[src/rtl/lsb_mc.sv]
// In-order load-store buffer: circular queue of memory ops with CDB wakeup,
// one outstanding memory access, MMIO/store ordering against the ROB head.
module lsb_mc #(
  parameter int          DEPTH   = 8,
  parameter int          ROB_W   = 3,
  parameter int          CDB_N   = 2,
  parameter logic [31:0] IO_BASE = 32'h0003_0000
) (
  input  logic                   clk_in,
  input  logic                   rst_n_in,
  input  logic                   rdy_in,
  input  logic                   rob_clear,
  input  logic                   rob_empty,
  input  logic [ROB_W-1:0]       rob_head_id,
  input  logic                   dc_valid,
  input  logic [10:0]            dc_op,
  input  logic [31:0]            dc_imm,
  input  logic                   dc_iQi,
  input  logic                   dc_iQj,
  input  logic [ROB_W-1:0]       dc_Qi,
  input  logic [ROB_W-1:0]       dc_Qj,
  input  logic [31:0]            dc_Vi,
  input  logic [31:0]            dc_Vj,
  input  logic [ROB_W-1:0]       dc_Qdest,
  output logic                   lsb_full,
  input  logic [CDB_N-1:0]       cdb_valid,
  input  logic [CDB_N*ROB_W-1:0] cdb_rob_id,
  input  logic [CDB_N*32-1:0]    cdb_data,
  output logic                   mem_req,
  output logic                   mem_is_store,
  output logic [31:0]            mem_addr,
  output logic [31:0]            mem_data,
  output logic [2:0]             mem_op,
  input  logic                   mem_stuck,
  input  logic                   mem_done,
  input  logic [31:0]            mem_rdata,
  output logic                   lsb_has_output,
  output logic [ROB_W-1:0]       lsb_rob_id,
  output logic [31:0]            lsb_output
);
  localparam int PW = $clog2(DEPTH);

  typedef enum logic [1:0] {S_IDLE, S_BUSY, S_DRAIN} state_e;

  state_e           state_q, state_d;
  logic [PW-1:0]    head_q, tail_q;
  logic [PW:0]      count_q;
  logic             mem_req_q, mem_is_store_q, has_out_q;
  logic [31:0]      mem_addr_q, mem_data_q, out_q;
  logic [2:0]       mem_op_q;
  logic [ROB_W-1:0] rob_id_q;

  // ins[30] distinguishes nothing for memory ops; kept on the port only
  logic unused_ins30;
  assign unused_ins30 = dc_op[10];

  logic [9:0]       op_q   [DEPTH];
  logic [31:0]      imm_q  [DEPTH];
  logic [31:0]      v1_q   [DEPTH];
  logic [31:0]      v2_q   [DEPTH];
  logic [ROB_W-1:0] q1_q   [DEPTH];
  logic [ROB_W-1:0] q2_q   [DEPTH];
  logic [ROB_W-1:0] qdes_q [DEPTH];
  logic [DEPTH-1:0] iq1_q, iq2_q;

  logic        in_iq1, in_iq2;
  logic [31:0] in_v1, in_v2;

  // Descending scan so the lowest-index matching channel is the final writer
  always_comb begin
    in_iq1 = dc_iQi;
    in_v1  = dc_Vi;
    in_iq2 = dc_iQj;
    in_v2  = dc_Vj;
    for (int k = CDB_N-1; k >= 0; k--) begin
      if (!dc_iQi && cdb_valid[k] && cdb_rob_id[k*ROB_W +: ROB_W] == dc_Qi) begin
        in_iq1 = 1'b1;
        in_v1  = cdb_data[k*32 +: 32];
      end
      if (!dc_iQj && cdb_valid[k] && cdb_rob_id[k*ROB_W +: ROB_W] == dc_Qj) begin
        in_iq2 = 1'b1;
        in_v2  = cdb_data[k*32 +: 32];
      end
    end
  end

  logic        hd_store, hd_ordered, can_issue;
  logic [31:0] hd_addr;
  assign hd_store   = (op_q[head_q][6:0] == 7'b0100011);
  assign hd_addr    = v1_q[head_q] + imm_q[head_q];
  assign hd_ordered = !rob_empty && (rob_head_id == qdes_q[head_q]);
  assign can_issue  = (count_q != '0) && iq1_q[head_q] && iq2_q[head_q] && !mem_stuck &&
                      ((!hd_store && hd_addr < IO_BASE) || hd_ordered);

  logic issue, free, flush, emit, insert;
  assign insert = rdy_in && dc_valid && !rob_clear && (state_q != S_DRAIN);

  always_comb begin
    state_d = state_q;
    issue   = 1'b0;
    free    = 1'b0;
    flush   = 1'b0;
    emit    = 1'b0;
    if (rdy_in) begin
      case (state_q)
        S_IDLE: begin
          if (rob_clear) flush = 1'b1;
          else if (can_issue) begin
            issue   = 1'b1;
            state_d = S_BUSY;
          end
        end
        S_BUSY: begin
          if (rob_clear) begin
            flush   = 1'b1;
            state_d = mem_done ? S_IDLE : S_DRAIN;
          end else if (mem_done) begin
            free    = 1'b1;
            emit    = 1'b1;
            state_d = S_IDLE;
          end
        end
        S_DRAIN: begin
          flush = rob_clear;
          if (mem_done) state_d = S_IDLE;
        end
        default: state_d = S_IDLE;
      endcase
    end
  end

  always_ff @(posedge clk_in or negedge rst_n_in) begin
    if (!rst_n_in) begin
      state_q        <= S_IDLE;
      head_q         <= '0;
      tail_q         <= '0;
      count_q        <= '0;
      mem_req_q      <= 1'b0;
      mem_is_store_q <= 1'b0;
      mem_addr_q     <= '0;
      mem_data_q     <= '0;
      mem_op_q       <= '0;
      has_out_q      <= 1'b0;
      rob_id_q       <= '0;
      out_q          <= '0;
    end else if (rdy_in) begin
      state_q <= state_d;
      if (flush) begin
        head_q  <= '0;
        tail_q  <= '0;
        count_q <= '0;
      end else begin
        if (insert) tail_q <= tail_q + PW'(1);
        if (free)   head_q <= head_q + PW'(1);
        count_q <= count_q + (PW+1)'(insert) - (PW+1)'(free);
      end
      if (issue) begin
        mem_req_q      <= 1'b1;
        mem_is_store_q <= hd_store;
        mem_addr_q     <= hd_addr;
        mem_data_q     <= v2_q[head_q];
        mem_op_q       <= op_q[head_q][9:7];
      end else if (state_q != S_IDLE && mem_done) begin
        mem_req_q <= 1'b0;
      end
      has_out_q <= emit;
      if (emit) begin
        rob_id_q <= qdes_q[head_q];
        out_q    <= hd_store ? 32'd0 : mem_rdata;
      end
    end else begin
      has_out_q <= 1'b0;
    end
  end

  // Entry payload needs no reset: occupancy is tracked by head/count alone
  always_ff @(posedge clk_in) begin
    if (rdy_in) begin
      for (int e = 0; e < DEPTH; e++) begin
        for (int k = CDB_N-1; k >= 0; k--) begin
          if (!iq1_q[e] && cdb_valid[k] && cdb_rob_id[k*ROB_W +: ROB_W] == q1_q[e]) begin
            iq1_q[e] <= 1'b1;
            v1_q[e]  <= cdb_data[k*32 +: 32];
          end
          if (!iq2_q[e] && cdb_valid[k] && cdb_rob_id[k*ROB_W +: ROB_W] == q2_q[e]) begin
            iq2_q[e] <= 1'b1;
            v2_q[e]  <= cdb_data[k*32 +: 32];
          end
        end
      end
      if (insert) begin
        op_q[tail_q]   <= dc_op[9:0];
        imm_q[tail_q]  <= dc_imm;
        iq1_q[tail_q]  <= in_iq1;
        q1_q[tail_q]   <= dc_Qi;
        v1_q[tail_q]   <= in_v1;
        iq2_q[tail_q]  <= in_iq2;
        q2_q[tail_q]   <= dc_Qj;
        v2_q[tail_q]   <= in_v2;
        qdes_q[tail_q] <= dc_Qdest;
      end
    end
  end

  assign lsb_full       = (count_q >= (PW+1)'(DEPTH-1)) || (state_q == S_DRAIN);
  assign mem_req        = mem_req_q;
  assign mem_is_store   = mem_is_store_q;
  assign mem_addr       = mem_addr_q;
  assign mem_data       = mem_data_q;
  assign mem_op         = mem_op_q;
  assign lsb_has_output = has_out_q;
  assign lsb_rob_id     = rob_id_q;
  assign lsb_output     = out_q;
endmodule

[config.mk]
export PLATFORM = sky130hd
export DESIGN_NAME = lsb_mc
export DESIGN_NICKNAME = d
export VERILOG_FILES = /design/src/rtl/lsb_mc.sv
export SDC_FILE = /design/constraint.sdc
export NUM_CORES = 2
export LEC_CHECK = 0
export CAP_MARGIN = 20
export CORE_UTILIZATION = 30
export DETAILED_ROUTE_END_ITERATION = 12
export GPL_ROUTABILITY_DRIVEN = 0
export PLACE_DENSITY = 0.45
export SYNTH_ARGS = -nofsm -noshare
export SYNTH_HDL_FRONTEND = slang
export SYNTH_SLANG_ARGS = --single-unit
[constraint.sdc]
create_clock -name clk_in -period 8.35 [get_ports clk_in]
set_input_delay 1.2525 -clock clk_in [delete_from_list [all_inputs] [get_ports clk_in]]
set_output_delay 1.2525 -clock clk_in [all_outputs]
set_load 0.02 [all_outputs]
[Yosys cells after proc, flatten, opt, wreduce, memory -nomap -nowiden]
Memory sizes are Yosys's and may differ from the RTL's. A register that Yosys moved wholly into a read port is not among the register bits.
Index checks and enable logic that the tools add are counted.
Operators by class
  add/sub/neg operators: 5
  magnitude comparators: 5
  equality and inequality tests: 43
  mux-type cells: 207
  bitwise logic cells: 16
  reductions and logical operators: 121
Operators with widths (count)
  2-to-1 mux 32 bit: 21
  2-to-1 mux 1 bit: 167
  equality test 3 bit: 37
  logical AND 1 bit: 83
  adder 32 bit: 1
  < comparator 32 x 18 -> 1 bit, second input constant: 1
  zero test 1 bit: 23
  bitwise mux 8 bit: 2
  2-to-1 mux 8 bit: 2
  bitwise OR 1 bit: 16
  2-to-1 mux 3 bit: 4
  2-to-1 mux 2 bit: 5
  AND reduction 2 bit: 5
  < comparator 3 x 4 -> 1 bit, second input constant: 2
  nonzero test 2 bit: 4
  equality test 7 x 6 -> 1 bit, second input constant: 1
  adder 3 x 1 -> 3 bit, second input constant: 2
  binary-select mux 1 bit (select 3 bit): 2
  inequality test 2 bit, second input constant: 3
  one-hot mux 2 bit (3 select lines): 1
  adder 4 x 1 -> 4 bit: 1
  greater-or-equal comparator 4 x 3 -> 1 bit, second input constant: 1
  2-to-1 mux 4 bit: 1
  nonzero test 4 bit: 1
  10 further kinds: 11
Word-level totals
  flip-flop bits (word level): 101
  RAM bits: 920
  bits of input ports: 233
  output and inout bits: 106
  logic and storage cells: 417
  memories kept: 7
Memory list
  imm_q: words 8, width 32, rd ports 1, clocked after Yosys merged registers in 0, wr ports 1, line 58  | logic [31:0] imm_q [DEPTH];
  v1_q: words 8, width 32, rd ports 1, clocked after Yosys merged registers in 0, wr ports 9, line 59  | logic [31:0] v1_q [DEPTH];
  v2_q: words 8, width 32, rd ports 1, clocked after Yosys merged registers in 1, wr ports 9, line 60  | logic [31:0] v2_q [DEPTH];
  op_q: words 8, width 10, rd ports 1, clocked after Yosys merged registers in 0, wr ports 1, line 57  | logic [9:0] op_q [DEPTH];
  q1_q: words 8, width 3, rd ports 8, clocked after Yosys merged registers in 0, wr ports 1, line 61  | logic [ROB_W-1:0] q1_q [DEPTH];
  q2_q: words 8, width 3, rd ports 8, clocked after Yosys merged registers in 0, wr ports 1, line 62  | logic [ROB_W-1:0] q2_q [DEPTH];
  +1 memories

[Depth between registers and ports, before layout]
  depth after elaboration: 12
  mapped depth: 22
  mapped depth without buffers: 14

[Worst setup path after synthesis]
No wires, ideal clock.
  kind: flip-flop to flip-flop
  start: reg head_q[0]
  end: reg mem_data_q[0], in the netlist mem_data[0], read port of v2_q
  library setup time: 0.073 ns
  arrival: 5.581 ns
  data required time: 8.277 ns
  path slack: 2.696 ns
  cell stages (with the launch flop): 23
  path buffers: 8
  period minus slack after synthesis: 5.654 ns
  cell sequence: dfrtp_1 -> buf_6 -> buf_6 -> buf_6 -> buf_2 -> clkbuf_1 -> buf_2 -> mux4_2 -> mux2_2 -> ha_1 -> fa_1 -> a211oi_2 -> o211ai_1 -> nand2_1 -> a2111oi_2 -> or2_2 -> xor2_1 -> nor4_1 -> nand4_2 -> or3_1 -> buf_2 -> buf_6 -> a21oi_2
Between the ends
  word-level cells in the longest chain between the ends: 11
  elaborated cells on any way between the ends: 25
  those cells by class: 1 x add/sub; 1 x order compare; 2 x eq/ne; 8 x mux; 9 x reduce/logical; 4 x memory
RTL lines
  start, declared: line 46  | logic [PW-1:0] head_q, tail_q;
  start signal, assigned: line 154  | if (free) head_q <= head_q + PW'(1);
  memory read (8 x 32 bit) (tied with other cells)
  adder 32 bit (tied with other cells): line 90  | assign hd_addr = v1_q[head_q] + imm_q[head_q];
  < comparator 32 x 18 -> 1 bit (tied with other cells): line 93  | ((!hd_store && hd_addr < IO_BASE) || hd_ordered);
  logical AND 1 bit, on equally long branches: line 93, 92
  logical OR 1 bit or logical AND 1 bit (tied branches): line 93, 92
  logical AND 1 bit: line 92  | assign can_issue = (count_q != '0) && iq1_q[head_q] && iq2_q[head_q] && !mem_stuck &&
  2-to-1 mux 1 bit: line 108  | else if (can_issue) begin
  2-to-1 mux 1 bit: line 107  | if (rob_clear) flush = 1'b1;
  2-to-1 mux 1 bit: line 105  | case (state_q)
  2-to-1 mux 1 bit: line 104  | if (rdy_in) begin
  AND reduction 2 bit (no line)
  end, declared: line 49  | logic [31:0] mem_addr_q, mem_data_q, out_q;
Several ways; a longest one is shown, not always the timed one. The select of a mux whose other input is x is not followed.
A chain may end at the register's enable or synchronous reset.

[Worst setup path after layout]
  start: reg head_q[0]
  end: reg mem_data_q[14], in the netlist mem_data[14], read port of v2_q
Same word-level chain as after synthesis.

==> flow_summary.yaml <==
outcome:
  outcome: "finished, final reports clean"
critical_path:
  crit_required_ns: 9.04
  cp-start-kind: "register"
  worstPathArrival_ns: 7.51
  ff2ff_path_depth: 15
  critPathCaptureType: "register"
  timing.rr.end: "mem_data[14]"
  path_max_fanout: 37
  regToRegSetupSlack_ns: 1.54
  worstSetupPathType: "reg -> reg"
  rr_startpoint: "head_q[0]"
final_layout:
  final_common_cell: "edfxtp_1"
  drive_above_1_share_pct: 14.0
  num-nets-final: 5050
  layoutNonFillerInstCount: 7364
  syn_to_final_growth_pct: 18.2
  final_util_pct: 35.8
  final_cell_mix: "edfxtp_1, nand2_1, mux2i_1"
clock_tree:
  cts_setup_buffers: 0
  cts_max_level: 4
  cts.repair.resized: 0
  clk_pin_slew_ns: 0.06
  clock_latency_ns: 0.80
  cts_tree: "yes"
  numClockSinks: 1053
  cts_buffers: 131
  cts-root-buf: "clkbuf_16"
  cts_hold_buf: 0
  cts_max_path_buffers: 3
drt:
  wl_mm: 201
  antenna_left: 0
  routedWlPerCell_um: 27.3
  via_per_inst: 5.23
  drc_errors: 0
  initialDrtViolationCount: 3044
  first_pass_iters: 7
  vias: 38500
global_routing:
  first_global_vias: 38400
  grt_overflow_total: 0
  grt_start_max_net_pins: 151
  antenna_found_initial: 6
  grt_pass1_wl_mm: 287
  grt_use_total_pct: 20.9
logic_synthesis:
  yosys-top-cells-area: "edfxtp_1, mux2i_1, mux4_2, dfrtp_1, nand2_1"
  synth_ff_type: "edfxtp_1"
  synthCells: 4627
  synth-edff-count: 936
  synth.top_cell.area_share_pct: 49.9
  synth.distinct_cells: 73
  synth-seq-cells: 1053
  seq_area_frac_synth_pct: 55.1
  postSynth.asyncResetShare_pct: 11.1
  yosysTopAreaCell: "edfxtp_1"
  synth_fp_nets: 4901
  syn_avg_cell_area_um2: 12.2
  syn_area_mm2: 0.0564
  yosysWarnings: 0
job:
  maxCapViolations: 0
placed_design:
  dp_cells: 7123
  port_buffers: 337
  hpwl_mm: 120
timing:
  skew_ns: 0.0363
  hold_violations: 0
  fin_crit_sh_pct: 81.6
  slew_violations: 0
  rsz0062_at_grt: "no"
  max_freq_mhz: 147
  finalSetupViolCount: 0
  layout_min_cycle_time_ns: 6.81
  maxSlewHeadroom_pct: 12.9
  tightestPinTransition_ns: 1.27
  fin_setup_tns_ns: 0
pwr:
  ir_drop_mv: 0.155
  leakage_nw: 24.8
  power.total_mw: 13.1
  pwr_density_cell_mw_per_mm2: 196
die:
  die_w_um: 435
  design.die.area_mm2: 0.190
  io_pins: 339
  die_height_um: 435
  rows: 158
  core_area_mm2: 0.186
  start_util_pct: 30.3
min_path:
  min_from: "lsb_output[30]"
  hp-class: "reg -> reg"
  holdPathStages: 2
  min_to: "lsb_output[30]"
-- area by class of cell --
type | instances | area, µm²
fill | 17900 | 119000
sequential | 1053 | 31000
multi-input combinational | 3087 | 23500
timing repair buffer | 483 | 4620
clock buffer | 163 | 3400
tap | 2480 | 3100
clock inverter | 77 | 845
inverter | 20 | 90.1
antenna | 1 | 2.50
-- cell usage after synthesis, types with 57 or more instances --
cell      count
a21oi_1      63
buf_1       103
clkbuf_1    318
dfrtp_1     117
edfxtp_1    936
mux2_2       63
mux2i_1     616
mux4_2      204
nand2_1     728
nand3_1     175
nor2_1       71
o21ai_0     538
o21ai_1      74
o31ai_1      57
xnor2_1      66
xor2_1       82
-- worst max path at each step --
stage / from / cells past startpoint / slack, ns / endpoint
after floorplan: head_q[0] / 22 / 2.70 / mem_data[0]
after CTS: head_q[0] / 15 / 1.52 / mem_data[14]
after global placement: head_q[0] / 15 / 1.53 / mem_data[17]
after global routing: head_q[0] / 15 / 1.18 / mem_data[17]
after detailed placement: head_q[0] / 15 / 1.57 / mem_data[17]
final: head_q[0] / 15 / 1.54 / mem_data[14]
-- metal layers --
| metal | track usage, % | vias up | share of wire, % |
|---|---|---|---|
| li1 | - | 17600 | - |
| met1 | 29.9 | 19600 | 47 |
| met2 | 33.2 | 1086 | 46 |
| met3 | 3.01 | 233 | 4.9 |
| met4 | 5.02 | 6 | 2.0 |
| met5 | 0 | - | 0.017 |
-- report_power, final --
| group | switching, mW | internal [mW] |
|---|---|---|
| clock network | 2.44 | 3.22 |
| registers | 0.0657 | 5.90 |
| logic | 0.936 | 0.519 |
-- flip-flops by register name (all words and copies together) (netlist names), 4 cells and up --
signal / cells
imm_q: 256
v1_q: 256
v2_q: 256
op_q: 80
lsb_output: 32
mem_addr: 32
mem_data: 32
q1_q: 24
q2_q: 24
qdes_q: 24
iq1_q: 8
iq2_q: 8
count_q: 4
-- worst max-delay path, stage by stage (launching register included) --
cell	delay (ns)
dfrtp_4	1.06
buf_4	0.52
mux4_2	0.56
mux2_2	0.36
ha_1	0.45
a21oi_1	0.15
o21ai_0	0.43
inv_1	0.13
a2111oi_2	0.50
o21a_1	0.31
mux2i_1	0.20
o2111a_2	0.25
nand2_1	0.48
or3_2	0.61
buf_4	0.30
a21oi_2	0.20
-- cell families after synthesis --
logic type	count (synthesis)	share of synthesized area, %
fa+ha+maj	41	0.937
mux	884	20.4
compound gates	883	9.06
flops	1053	55.1
xor+xnor	148	2.30
simple gates	1131	8.78
buf+inv	487	3.46
-- stage by stage --
step	instance area, µm²	hold WS, ns	setup WS, ns
after floorplan	56400	0.533	2.70
after global placement	62400	0.450	1.53
after detailed placement	62400	0.456	1.57
after CTS	66600	0.422	1.52
after global routing	66600	0.480	1.18
final	66600	0.464	1.54
(Power assumes the default switching activity.)
